**config.mk**
```make
export PLATFORM = sky130hd
export DESIGN_NAME = decimal_entry
export DESIGN_NICKNAME = d
export VERILOG_FILES = /design/src/rtl/decimal_entry_pkg.sv /design/src/rtl/bcd_to_binary_serial.sv /design/src/rtl/decimal_entry.sv
export SDC_FILE = /design/constraint.sdc
export NUM_CORES = 1
export LEC_CHECK = 0
export BUFFER_PORTS_ARGS = -buffer_cell sky130_fd_sc_hd__buf_4
export CAP_MARGIN = 30
export CORE_AREA = 2 2 76 64
export CTS_CLUSTER_SIZE = 24
export DETAILED_ROUTE_END_ITERATION = 10
export DIE_AREA = 0 0 78 66
export HOLD_SLACK_MARGIN = 0.05
export PLACE_DENSITY = 0.84
export REMOVE_ABC_BUFFERS = 1
export SLEW_MARGIN = 0
export SYNTH_ARGS = -nofsm -noshare
export SYNTH_HDL_FRONTEND = slang
export SYNTH_SLANG_ARGS = --single-unit
```
**constraint.sdc**
```tcl
create_clock -name clk -period 4.47 [get_ports clk]
set_input_delay 0.2235 -clock clk [delete_from_list [all_inputs] [get_ports clk]]
set_output_delay 0.2235 -clock clk [all_outputs]
set_load 0.1 [all_outputs]
```
**src/rtl/decimal_entry_pkg.sv**
```systemverilog
// Shared sizes, saturation limits and FSM encoding for the decimal keypad entry path.
package decimal_entry_pkg;

  localparam int DIGITS      = 3;
  localparam int WIDTH       = 7;
  localparam int ITER        = 10;
  localparam int MAX_POS     = 63;
  localparam int MAX_NEG_MAG = 64;

  typedef enum logic [1:0] {
    IDLE,
    CONVERT,
    FINISH
  } state_t;

endpackage

```
**src/rtl/bcd_to_binary_serial.sv**
```systemverilog
// Serial BCD-to-binary converter (reverse double-dabble), one shift/adjust per cycle.
// dv marks the final iteration; bin holds the result from the next cycle until the next start.
module bcd_to_binary_serial #(
  parameter int DIGITS = decimal_entry_pkg::DIGITS,
  parameter int ITER   = decimal_entry_pkg::ITER
) (
  input  logic                  clk,
  input  logic                  resetn,
  input  logic                  start,
  input  logic [4*DIGITS-1:0]   bcd,
  output logic [ITER-1:0]       bin,
  output logic                  dv
);

  localparam int WORK_W = 4 * DIGITS + ITER;
  localparam int CNT_W  = $clog2(ITER + 1);

  logic [WORK_W-1:0] work;
  logic [WORK_W-1:0] shifted;
  logic [WORK_W-1:0] work_next;
  logic [CNT_W-1:0]  cnt;
  logic              active;
  logic              last;

  assign shifted = work >> 1;

  // The BCD field stays in the top nibbles; any digit that received a carried-in
  // half (value >= 8) is pulled back by 3 to stay a valid decimal digit.
  always_comb begin
    // NOTE: assign a default before any conditional update so no latch is inferred.
    work_next = shifted;
    for (int i = 0; i < DIGITS; i++) begin
      if (shifted[ITER + 4*i + 3]) begin
        work_next[ITER + 4*i +: 4] = shifted[ITER + 4*i +: 4] - 4'd3;
      end
    end
  end

  assign last = active && (cnt == CNT_W'(ITER - 1));
  assign dv   = last;
  assign bin  = work[ITER-1:0];

  // NOTE: sequential state uses non-blocking assignments so every register samples pre-edge values.
  always_ff @(posedge clk or negedge resetn) begin
    if (!resetn) begin
      work   <= '0;
      cnt    <= '0;
      active <= 1'b0;
    end else if (start) begin
      work   <= {bcd, {ITER{1'b0}}};
      cnt    <= '0;
      active <= 1'b1;
    end else if (active) begin
      work   <= work_next;
      cnt    <= cnt + 1'b1;
      active <= !last;
    end
  end

endmodule

```
**src/rtl/decimal_entry.sv**
```systemverilog
// Keypad decimal entry buffer with sign, serial conversion and saturation to a signed WIDTH-bit value.
module decimal_entry #(
  parameter int DIGITS = decimal_entry_pkg::DIGITS,
  parameter int WIDTH  = decimal_entry_pkg::WIDTH,
  parameter int ITER   = decimal_entry_pkg::ITER
) (
  input  logic                 clk,
  input  logic                 resetn,
  input  logic                 digit_valid,
  input  logic [3:0]           digit,
  input  logic                 neg_toggle,
  input  logic                 clear,
  input  logic                 commit,
  output logic [4*DIGITS-1:0]  entry_bcd,
  output logic                 entry_neg,
  output logic [WIDTH-1:0]     value,
  output logic                 busy,
  output logic                 done,
  output logic                 saturated
);

  import decimal_entry_pkg::*;

  state_t            state;
  state_t            next_state;
  logic              start;
  logic              sign;
  logic [ITER-1:0]   bin;
  logic              dv;
  logic [ITER-1:0]   mag_lim;
  logic [ITER-1:0]   mag_neg;
  logic              sat;
  logic [WIDTH-1:0]  result;

  bcd_to_binary_serial #(
    .DIGITS (DIGITS),
    .ITER   (ITER)
  ) u_conv (
    .clk    (clk),
    .resetn (resetn),
    .start  (start),
    .bcd    (entry_bcd),
    .bin    (bin),
    .dv     (dv)
  );

  always_comb begin
    next_state = state;
    start      = 1'b0;
    case (state)
      IDLE: begin
        if (commit && !clear) begin
          start      = 1'b1;
          next_state = CONVERT;
        end
      end
      CONVERT: if (dv) next_state = FINISH;
      FINISH:  next_state = IDLE;
      default: next_state = IDLE;
    endcase
  end

  always_ff @(posedge clk or negedge resetn) begin
    if (!resetn) state <= IDLE;
    else         state <= next_state;
  end

  assign busy = (state != IDLE);

  // Edits are only honoured while idle; clear wins, and a commit swallows same-cycle edits.
  always_ff @(posedge clk or negedge resetn) begin
    if (!resetn) begin
      entry_bcd <= '0;
      entry_neg <= 1'b0;
    end else if (state == IDLE) begin
      if (clear) begin
        entry_bcd <= '0;
        entry_neg <= 1'b0;
      end else if (!commit) begin
        if (digit_valid && digit <= 4'd9) entry_bcd <= {entry_bcd[4*DIGITS-5:0], digit};
        if (neg_toggle)                   entry_neg <= ~entry_neg;
      end
    end
  end

  // Negative entries may reach one further than positive ones; -0 folds to 0 through the negate.
  always_comb begin
    sat     = 1'b0;
    mag_lim = bin;
    if (!sign) begin
      if (bin > ITER'(MAX_POS)) begin
        sat     = 1'b1;
        mag_lim = ITER'(MAX_POS);
      end
    end else if (bin > ITER'(MAX_NEG_MAG)) begin
      sat     = 1'b1;
      mag_lim = ITER'(MAX_NEG_MAG);
    end
    mag_neg = ~mag_lim + 1'b1;
    result  = sign ? mag_neg[WIDTH-1:0] : mag_lim[WIDTH-1:0];
  end

  always_ff @(posedge clk or negedge resetn) begin
    if (!resetn) begin
      sign      <= 1'b0;
      value     <= '0;
      saturated <= 1'b0;
      done      <= 1'b0;
    end else begin
      if (start) sign <= entry_neg;
      done <= (state == FINISH);
      if (state == FINISH) begin
        value     <= result;
        saturated <= sat;
      end
    end
  end

endmodule

```
After elaboration in Yosys (flattened, before gate mapping)

Cells that the tools add are included.

Add/sub/neg operators: 4
Magnitude comparators: 3
Equal/unequal tests: 6
Mux-type cells: 26
Bitwise logic cells: 2
Reductions and logical operators: 13

Operator list:

| kind                                                                  | count |
|---|---|
| 22-bit 2-to-1 mux                                                     | 2 |
| 12-bit 2-to-1 mux                                                     | 3 |
| 7-bit 2-to-1 mux                                                      | 4 |
| 4-bit 2-to-1 mux                                                      | 4 |
| 10-bit by 6-bit > comparator with 1-bit output, second input constant | 1 |
| 10-bit by 7-bit > comparator with 1-bit output, second input constant | 1 |
| 1-bit 2-to-1 mux                                                      | 10 |
| 2-bit nonzero test                                                    | 4 |
| 4-bit by 2-bit subtractor with 4-bit output, second input constant    | 2 |
| 7-bit by 1-bit adder with 7-bit output, second input constant         | 1 |
| 7-bit inverter                                                        | 1 |
| 3-bit AND reduction                                                   | 2 |
| 4-bit by 1-bit adder with 4-bit output, second input constant         | 1 |
| 4-bit equality test, second input constant                            | 1 |
| 4-bit less-or-equal comparator, second input constant                 | 1 |
| 2-bit 2-to-1 mux                                                      | 2 |
| 2-bit != test, second input constant                                  | 2 |
| 2-bit one-hot mux with 2 select lines                                 | 1 |
| 1-bit logical AND                                                     | 3 |
| 2-bit by 1-bit equality test with 1-bit output, second input constant | 1 |
| 2-bit equality test, second input constant                            | 1 |
| 1-bit zero test                                                       | 2 |
| 2-bit zero test                                                       | 1 |
| 2-bit by 1-bit != test with 1-bit output, second input constant       | 1 |
| other kinds (2)                                                       | 2 |

Register bits: 52
Output and inout port bits: 23

Logic depth before layout (Yosys ltp)

Gate-level depths: netlist of run 1.

Word-level depth: 6
Mapped depth: 8

By module

From an unflattened synthesis of run 1, not the netlist that was laid out.

Cell total of the unflattened synthesis: 264
Area, all modules: 2,678.8 um^2

By module, submodules not included:

| module               | times used | cells an instance | area an instance (um^2) |
|---|---|---|---|
| bcd_to_binary_serial | 1          | 130               | 1,383.8 |
| decimal_entry        | 1          | 134               | 1,295.0 |

Least setup slack after synthesis of run 1

Ideal clock, no wire load.

Path kind: reg-to-reg
From: reg state[1]
To: reg entry_bcd[0]
Data arrival time: 2.084 ns
Data required time: 4.360 ns
Path slack: 2.275 ns
Stages on the path, launching flop included: 6
Cells stage by stage: dfrtp_1 or2_2 clkbuf_1 clkbuf_1 o21ai_0 o41ai_1

Longest elaborated chain between the ends: 2

RTL lines:

| item                          | RTL line            | text |
|---|---|---|
| start, declared               | decimal_entry.sv:24 | `state_t state;` |
| start signal, assigned        | decimal_entry.sv:65 | `else state <= next_state;` |
| 2-bit zero test               | decimal_entry.sv:75 | `end else if (state == IDLE) begin` |
| 3-bit AND reduction (no line) | n/a                 |  |
| end signal, assigned          | decimal_entry.sv:80 | `if (digit_valid && digit <= 4'd9) entry_bcd <= {entry_bcd[4*DIGITS-5:0], digit};` |
| end, declared                 | decimal_entry.sv:14 | `output logic [4*DIGITS-1:0] entry_bcd,` |

Every way passes these cells.
A chain may end at the register's enable or synchronous reset.

Worst setup path in the final report of run 1

From: reg u_conv.work[9]
To: reg value[2]

Longest elaborated chain between the ends: 6

RTL lines:

| item                                                                                                                    | RTL line                                 | text |
|---|---|---|
| start, declared                                                                                                         | bcd_to_binary_serial.sv:18               | `logic [WORK_W-1:0] work;` |
| start signal, assigned                                                                                                  | bcd_to_binary_serial.sv:50               | `work <= {bcd, {ITER{1'b0}}};` |
| start signal, assigned                                                                                                  | bcd_to_binary_serial.sv:54               | `work <= work_next;` |
| 10-bit by 6-bit > comparator with 1-bit output / 10-bit by 7-bit > comparator with 1-bit output (equally long branches) | decimal_entry.sv:91, decimal_entry.sv:95 |  |
| 7-bit 2-to-1 mux (on tied branches)                                                                                     | decimal_entry.sv:91, decimal_entry.sv:95 |  |
| 7-bit 2-to-1 mux (*)                                                                                                    | decimal_entry.sv:90                      | `if (!sign) begin` |
| 7-bit inverter                                                                                                          | decimal_entry.sv:99                      | `mag_neg = ~mag_lim + 1'b1;` |
| 7-bit by 1-bit adder with 7-bit output                                                                                  | decimal_entry.sv:99                      |  |
| 7-bit 2-to-1 mux (*)                                                                                                    | decimal_entry.sv:100                     | `result = sign ? mag_neg[WIDTH-1:0] : mag_lim[WIDTH-1:0];` |
| end signal, assigned                                                                                                    | decimal_entry.sv:113                     | `value <= result;` |
| end, declared                                                                                                           | decimal_entry.sv:16                      | `output logic [WIDTH-1:0] value,` |

Every way passes the cells marked *; elsewhere a longest branch is shown, timed or not.

==> results of run 1 <==
==> worst min path at each step <==
stage                     slack (ps)     start  cells after the start      endpoint
after floorplan                  -70    resetn                      0          done
after global placement           290    resetn                      1      value[2]
after detailed placement         290    resetn                      1      value[2]
after CTS                        160  digit[1]                      3  entry_bcd[1]
after global routing             180  digit[2]                      3  entry_bcd[2]
final                            170  digit[1]                      3  entry_bcd[1]
==> synth_stat cells, types with 2 or more instances <==
cell                        n  area (sq um)
sky130_fd_sc_hd__dfrtp_1   52          1300
sky130_fd_sc_hd__nand2_1   33           124
sky130_fd_sc_hd__o21ai_0   31           155
sky130_fd_sc_hd__mux2i_1   21           210
sky130_fd_sc_hd__nor2_1    21          78.8
sky130_fd_sc_hd__inv_1     15          56.3
sky130_fd_sc_hd__clkbuf_1  13          48.8
sky130_fd_sc_hd__nand2b_1  10          62.6
sky130_fd_sc_hd__a21oi_1    8          40.0
sky130_fd_sc_hd__o41ai_1    8          70.1
sky130_fd_sc_hd__a31oi_1    6          37.5
sky130_fd_sc_hd__ha_1       5          62.6
sky130_fd_sc_hd__o31ai_1    5          37.5
sky130_fd_sc_hd__xnor2_1    5          43.8
sky130_fd_sc_hd__buf_2      2          10.0
sky130_fd_sc_hd__nand3_1    2          10.0
sky130_fd_sc_hd__nand4_1    2          12.5
sky130_fd_sc_hd__nor3_1     2          10.0
sky130_fd_sc_hd__nor4_1     2          12.5
sky130_fd_sc_hd__or2_2      2          12.5
sky130_fd_sc_hd__or3_1      2          12.5
sky130_fd_sc_hd__xor2_1     2          17.5
==> through the flow <==
stage | hold WS [ps] | worst slack [ps] | utilization | instances
2_1_floorplan | -72.1 | 1890 | - | 249
4_1_cts | 162 | 2320 | 0.666 | 353
3_5_place_dp | 290 | 2330 | 0.643 | 344
3_3_place_gp | 286 | 2410 | 0.643 | 344
6_report | 174 | 2310 | 0.666 | 353
5_1_grt | 180 | 2170 | 0.666 | 353
==> final cells by class <==
class / count / area (sq um) / area share
clock buffers: 8 / 90.1 / 0.0307
inverters: 16 / 60.1 / 0.0205
multi-input cells: 181 / 1130 / 0.387
flip-flops and latches: 52 / 1300 / 0.443
well taps: 60 / 75.1 / 0.0256
repair buffers: 36 / 273 / 0.0930
==> repair_timing <==
action	4_1_cts	5_1_grt
hold endpoints to repair	52	0
resized for setup	0	0
hold buffers	1	0
==> state kept, by name, summed over array words and instances, names as in the netlist <==
name and cells:
u_conv.work 22, entry_bcd 12, value 7, u_conv.cnt 4
state 2, done 1, entry_neg 1, saturated 1
sign 1, u_conv.active 1
==> logic make-up after synthesis <==
family / count (synthesis)
AOI/OAI and AO/OA: 65
buffers and inverters: 32
and+or+nand+nor: 82
DFF: 52
adders and majority gates: 5
xor gates and xnor gates: 7
muxes: 22
==> layer usage <==
metal / track usage / vias up / wire [um]
met2: 0.307 / 38 / 2120
met5: 0 / - / 0
li1: - / 977 / -
met1: 0.304 / 938 / 2530
met3: 0.0383 / 7 / 177
met4: 0.0855 / 0 / 89
==> worst min-delay path, stage by stage <==
cell and delay [ps]:
sky130_fd_sc_hd__buf_4 110, sky130_fd_sc_hd__inv_1 40, sky130_fd_sc_hd__o41ai_1 60
==> results summary, run 1 <==
The endpoint arrival time on the critical path is 2340 ps. In the final routed layout, each cell accounts on average for between 10 and 15 um. The min-delay analysis places its worst path in the category in2reg. Buffers added to address setup during post-CTS repair amount to 0.

The detailed-routing iteration count for the pre-antenna-repair pass came out at 5. The all-layer global routing usage is 0.208. The commonest non-fill, non-tap cell in the layout is sky130_fd_sc_hd__dfrtp_1. The clock tree synthesis step divided the H-tree into 2 levels.

The tightest slew margin relative to the limit is 0.465. After synthesis, the share of cell area in mux cells is 0.0867. STA classifies the critical path startpoint as a flip-flop. The total negative slack is 0 ps. In the final layout, the share of cells above drive strength 1 is 0.160. For this configuration, the core starts out at a cell density of 0.580.

The number of nets in the finished design is 307. Counting flops and latches in the post-synthesis netlist gives 52. The count of synthesis-stage warnings from yosys is 0. The sum of net half-perimeters after detailed placement came out at 3390 um. In this run, synthesis inferred 0 flip-flops with an integrated enable.

For the worst flop-to-flop path, the logic depth is 7. The capture instance of the worst register-to-register path is value[2]. The detail route stage leaves a number of antenna-violating nets equal to 0.

Of the total synthesized cell area, the portion taken by XOR and XNOR cells is 0.0240. The critical register-to-register path startpoint is u_conv.work[9]. Between clock sinks in the finished design, the worst skew comes to roughly 7.6 ps. The portion of the post-synthesis area used by sequential elements is 0.510. Of all nets on the critical path, the largest fanout is 7. Of the total synthesized cell area, the portion taken by AND, OR, NAND and NOR gates is 0.150. The layout overhead on the synthesized area came out at 14.9%. Across the run, the number of max-cap violations was 0. The run finished with clean final reports. At the pin with the least slew margin, the transition time is around 800 ps.

The slowest stage of the critical path belongs to the cell sky130_fd_sc_hd__or4_1. The number of hold-slack violations in the final timing report was 0. TritonCTS created 5 clock buffers. Traced cell by cell, the critical path runs through or4_1 -> nand2_1 -> o21ai_0 -> ha_1 -> nand3b_1 -> a21oi_1 -> o31ai_1. The number of clock sinks came out at 52. Measured along the x axis, the die boundary spans 78 um. The instance area after placement came out at around 2800 sq um. The cell depth of the worst setup path is 7. The number of top-level pins is 33. The finished cells cover between 2000 and 3000 sq um. The share of synthesized cell area in full adder, half adder and majority cells is 0.0245. The DRC violation total after the first TritonRoute iteration is 144.

Setup violations remaining at the end of the flow were counted as 0. The number of vias per cell after detailed routing came out at roughly 5.6. Leaving out fill and tap cells, the most frequent cells in the layout are sky130_fd_sc_hd__dfrtp_1 (52), sky130_fd_sc_hd__buf_4 (35), sky130_fd_sc_hd__nand2_1 (33).

The register-to-register setup slack is roughly 2300 ps. The minimum period implied by the final worst setup slack came out at 2160 ps. The layout has 356 filler cells. The period utilization is 0.484.

The worst stage delay on the critical path is 660 ps. The async set-or-reset flop fraction in the synthesized netlist came out at 1.00. The via count of the routed design came out at 1960.

The fraction of the mapped netlist area in compound gates is 0.157. By area, the combinational part of the netlist is dominated by compound AO/OA/AOI/OAI gates. The data required time at the worst endpoint is 4650 ps.

Entering global routing, the biggest net connects 53 pins. The die footprint came out at 5150 sq um. The combined buffer and inverter count along the critical path came out at 0.

The overall die height is 66 um. STA classifies the critical path endpoint as a flip-flop. The largest buffer count on any clock path came out at 2. The synthesized netlist contains 38 unique library cells. The count of pins over their slew limit is 0. TritonCTS built the clock tree. The critical path ends at value[2]. The average footprint of a synthesized cell came out at between 9 and 10 sq um. Clock latency on the worst-skew pair, taken at its later pin, is about 300 ps. The number of buffer cells added on primary ports is 32. By startpoint and endpoint, the worst setup path is classified as reg2reg. The synthesized netlist occupies a cell area of 2550 sq um. Derived from the worst setup path, the maximum achievable clock frequency is approximately 460 MHz. The final routed wirelength across all metal layers came out at 4920 um. The total grt overflow came out at 0.

The antenna diode count is 0. The first-pass GRT wire length is roughly 8300 um. In the routed design, unresolved DRC markers number 0.

The cell count after synthesis came out at 265. The tree is rooted in a sky130_fd_sc_hd__clkbuf_8. For this run, the leading register cell type out of synthesis is sky130_fd_sc_hd__dfrtp_1. The number of antenna violations at the first check in global routing is 0. The floorplan has 22 rows. The critical path startpoint is u_conv.work[9]. Setup repair after global routing left no endpoint under its margin. The final weighted congestion of routability-driven global placement is between 0.9 and 1. The via count of the first global-routing pass is 1742. The kind of cell with the highest combined delay on the critical path is simple AND/OR/NAND/NOR gates. Clock-pin slew was measured on the worst setup and hold paths at 90 ps. The total area inside the core boundary comes to approximately 4400 sq um.
Power of run 1 is left out: the tool's default activity adds up to more than one toggle a clock period on the data nets, which glitch-free logic cannot reach.
==> run 2, diff against run 1 <==
--- a/config.mk
+++ b/config.mk
@@ -7,12 +7,12 @@
 export LEC_CHECK = 0
 export BUFFER_PORTS_ARGS = -buffer_cell sky130_fd_sc_hd__buf_4
 export CAP_MARGIN = 30
-export CORE_AREA = 2 2 76 64
+export CORE_AREA = 2 2 82 68
 export CTS_CLUSTER_SIZE = 24
 export DETAILED_ROUTE_END_ITERATION = 10
-export DIE_AREA = 0 0 78 66
+export DIE_AREA = 0 0 84 70
 export HOLD_SLACK_MARGIN = 0.05
-export PLACE_DENSITY = 0.84
+export PLACE_DENSITY = 0.77
 export REMOVE_ABC_BUFFERS = 1
 export SLEW_MARGIN = 0
 export SYNTH_ARGS = -nofsm -noshare
==> constraint.sdc (replaced) <==
create_clock -name clk -period 1.93 [get_ports clk]
set_input_delay 0.0965 -clock clk [delete_from_list [all_inputs] [get_ports clk]]
set_output_delay 0.0965 -clock clk [all_outputs]
set_load 0.1 [all_outputs]
==> results summary, run 2 (synthesis gave the netlist of run 1 again) <==
The final weighted congestion of routability-driven global placement is 0.845 (was 0.916). The met3 capacity usage during global routing came out at 0.0508 (was 0.0383). The clock root buffer master was sky130_fd_sc_hd__clkbuf_8 (unchanged). The average wire length per cell after detail routing is 14.4 um (was 13.9 um).

The standard cell core area came out at 5190 sq um (was 4400 sq um). The largest buffer count on any clock path is 2 (unchanged). The endpoint class of the critical path is a flip-flop (unchanged).

The register with the most flip-flops is u_conv.work (unchanged). The layout overhead on the synthesized area came out at 20.6% (was 14.9%). The overall die height is 70 um (was 66 um). The number of hold-slack violations in the final timing report is 0 (unchanged).

The number of nets in the finished design came out at 318 (was 307). The number of clock sinks is 52 (unchanged). The highest attainable clock frequency is 524 MHz (was 463 MHz). The type of the worst min-delay path was in2reg (unchanged).

The clock latency reported for the late side of the worst-skew pair came out at 310 ps (was 300 ps). The die footprint came out at 5880 sq um (was 5150 sq um). The pin count of the biggest net entering global routing came out at 53 (unchanged). The via count of the first global-routing pass came out at 1985 (was 1742). The start-to-end type of the worst setup path was reg2reg (unchanged). The final cell count without fillers is 369 (was 353).

The data required time at the worst endpoint is 2120 ps (was 4650 ps). The placement row count came to 24 (was 22). The DRC violation total after the first TritonRoute iteration is 81 (was 144).

The number of max-cap violations was 0 (unchanged). The tightest slew margin relative to the limit was 0.573 (was 0.465). The count of endpoints failing setup in the final report is 0 (unchanged). The largest fanout on the critical path came out at 6 (was 7). The die span in x came out at 84 um (was 78 um).

The detailed-routing iteration count for the pre-antenna-repair pass is 4 (was 5). The endpoint arrival time on the critical path is 2100 ps (was 2340 ps). The number of buffer cells added on primary ports came out at 32 (unchanged).

The commonest non-fill, non-tap cell in the layout is sky130_fd_sc_hd__dfrtp_1 (unchanged). The remaining antenna violation count after routing is 0 (unchanged). The slew at the pin with the worst max-slew slack came out at 640 ps (was 795 ps).

The TritonCTS buffer count is 5 (unchanged). The CTS tree is yes (unchanged). The via count of the routed design came out at 2010 (was 1960). The maximum clock skew at final layout came out at 7.64 ps (was 7.56 ps). The sum of net half-perimeters after detailed placement came out at 3560 um (was 3390 um). The clock slew seen by the registers of the worst setup and hold paths came out at 90 ps (about the same). The count of pins over their slew limit came out at 0 (unchanged). The antenna diode count came out at 0 (unchanged). Most frequent cells in the layout: sky130_fd_sc_hd__dfrtp_1 (52), sky130_fd_sc_hd__buf_4 (40), sky130_fd_sc_hd__nand2_1 (32) (was sky130_fd_sc_hd__dfrtp_1 (52), sky130_fd_sc_hd__buf_4 (35), sky130_fd_sc_hd__nand2_1 (33)). The minimum period implied by the final worst setup slack is 1910 ps (was 2160 ps).

The post-placement cell count came to 356 (was 344). The fraction of final layout cells with drive strength greater than 1 was 0.204 (was 0.160). The number of vias per cell after detailed routing came to 5.45 (was 5.55). The met1 demand-to-capacity share in global routing came out at 0.240 (was 0.304).

Largest registers: u_conv.work x22, entry_bcd x12, value x7 (unchanged). The starting density of the core is 0.492 (was 0.580). Run status: finished clean (unchanged). The kind of launch point of the worst setup path is a flip-flop (unchanged).

The total grt overflow came out at 0 (unchanged). The met2 capacity usage during global routing came out at 0.321 (was 0.307). The number of H-tree levels came out at 2 (unchanged). The number of top-level pins was 33 (unchanged). The first-pass GRT wire length was 8940 um (was 8260 um).

The global routing's busiest layer is met2 (unchanged). The final routed wirelength across all metal layers is 5300 um (was 4920 um). The number of antenna violations at the first check in global routing was 0 (unchanged).

The detailed-route DRC error count came out at 0 (unchanged). The number of flip-flops under the largest register name came out at 22 (unchanged). The all-layer global routing usage is 0.189 (was 0.208). The period utilization is 0.988 (was 0.484).
==> run 2: cell count changes in the layout (fill, tap and decap cells not counted), moves of 2 or more <==
cell	before	now
sky130_fd_sc_hd__dlygate4sd3_1	1	5
sky130_fd_sc_hd__clkbuf_1	2	0
sky130_fd_sc_hd__o21ai_2	0	2
sky130_fd_sc_hd__buf_12	0	2
sky130_fd_sc_hd__clkinv_2	0	2
sky130_fd_sc_hd__o21ai_0	31	29
sky130_fd_sc_hd__buf_4	35	40
==> run 2: final timing paths <==
| check | from | endpoint | slack, ps | depth (start not counted) |
|---|---|---|---|---|
| max | u_conv.work[9] | value[2] | 20 | 7 |
| min | clear | entry_bcd[2] | 110 | 2 |
| max reg2reg | u_conv.work[9] | value[2] | 20 | 7 |
| min reg2reg | value[6] | value[6] | 490 | 2 |
| max in group asynchronous | resetn | entry_bcd[9] | 1150 | 2 |
| min in group asynchronous | resetn | state[1] | 360 | 2 |
==> run 2: worst max-delay path: stages (launching register included) <==
cell                       delay (ps)
sky130_fd_sc_hd__dfrtp_1          390
sky130_fd_sc_hd__or4_4            580
sky130_fd_sc_hd__nand2_2          120
sky130_fd_sc_hd__o21ai_2           70
sky130_fd_sc_hd__ha_2             220
sky130_fd_sc_hd__nand3b_1         190
sky130_fd_sc_hd__a21oi_2          140
sky130_fd_sc_hd__o31ai_1           80
==> run 2: metrics by stage <==
stage	util	setup slack, ps	hold WS, ps	cell area [sq um]	setup TNS [ps]
finish	0.593	22.8	111	3080	0
CTS	0.590	35.9	107	3060	0
detailed placement	0.562	-43.6	171	2920	-43.6
floorplan	-	-651	-199	2490	-16740
global route	0.593	-40.3	105	3080	-49.1
global placement	0.562	4.67	161	2920	0
==> run 2: timing repair <==
item | 4_1_cts | 5_1_grt
buffers inserted | 0 | 0
setup endpoints to repair | 2 | 2
pin swaps | 0 | 1
hold buffers | 5 | 0
resized for setup | 2 | 6
endpoints found under the hold margin | 56 | 0
==> run 2: routing by layer <==
metal / share of wire / wire, um
met5: 0 / 0
met4: 0.0077 / 41
met3: 0.042 / 225
met2: 0.48 / 2570
met1: 0.46 / 2460
==> run 2: cell type report <==
cell class	instances	area, sq um
fillers	467	2110
flip-flops and latches	52	1300
multi-input cells	181	1150
repair buffers	47	390
clock buffers	6	82.6
well taps	65	81.3
inverters	16	60.1
clock inverters	2	10.0
Power of run 2 is left out for the same reason.
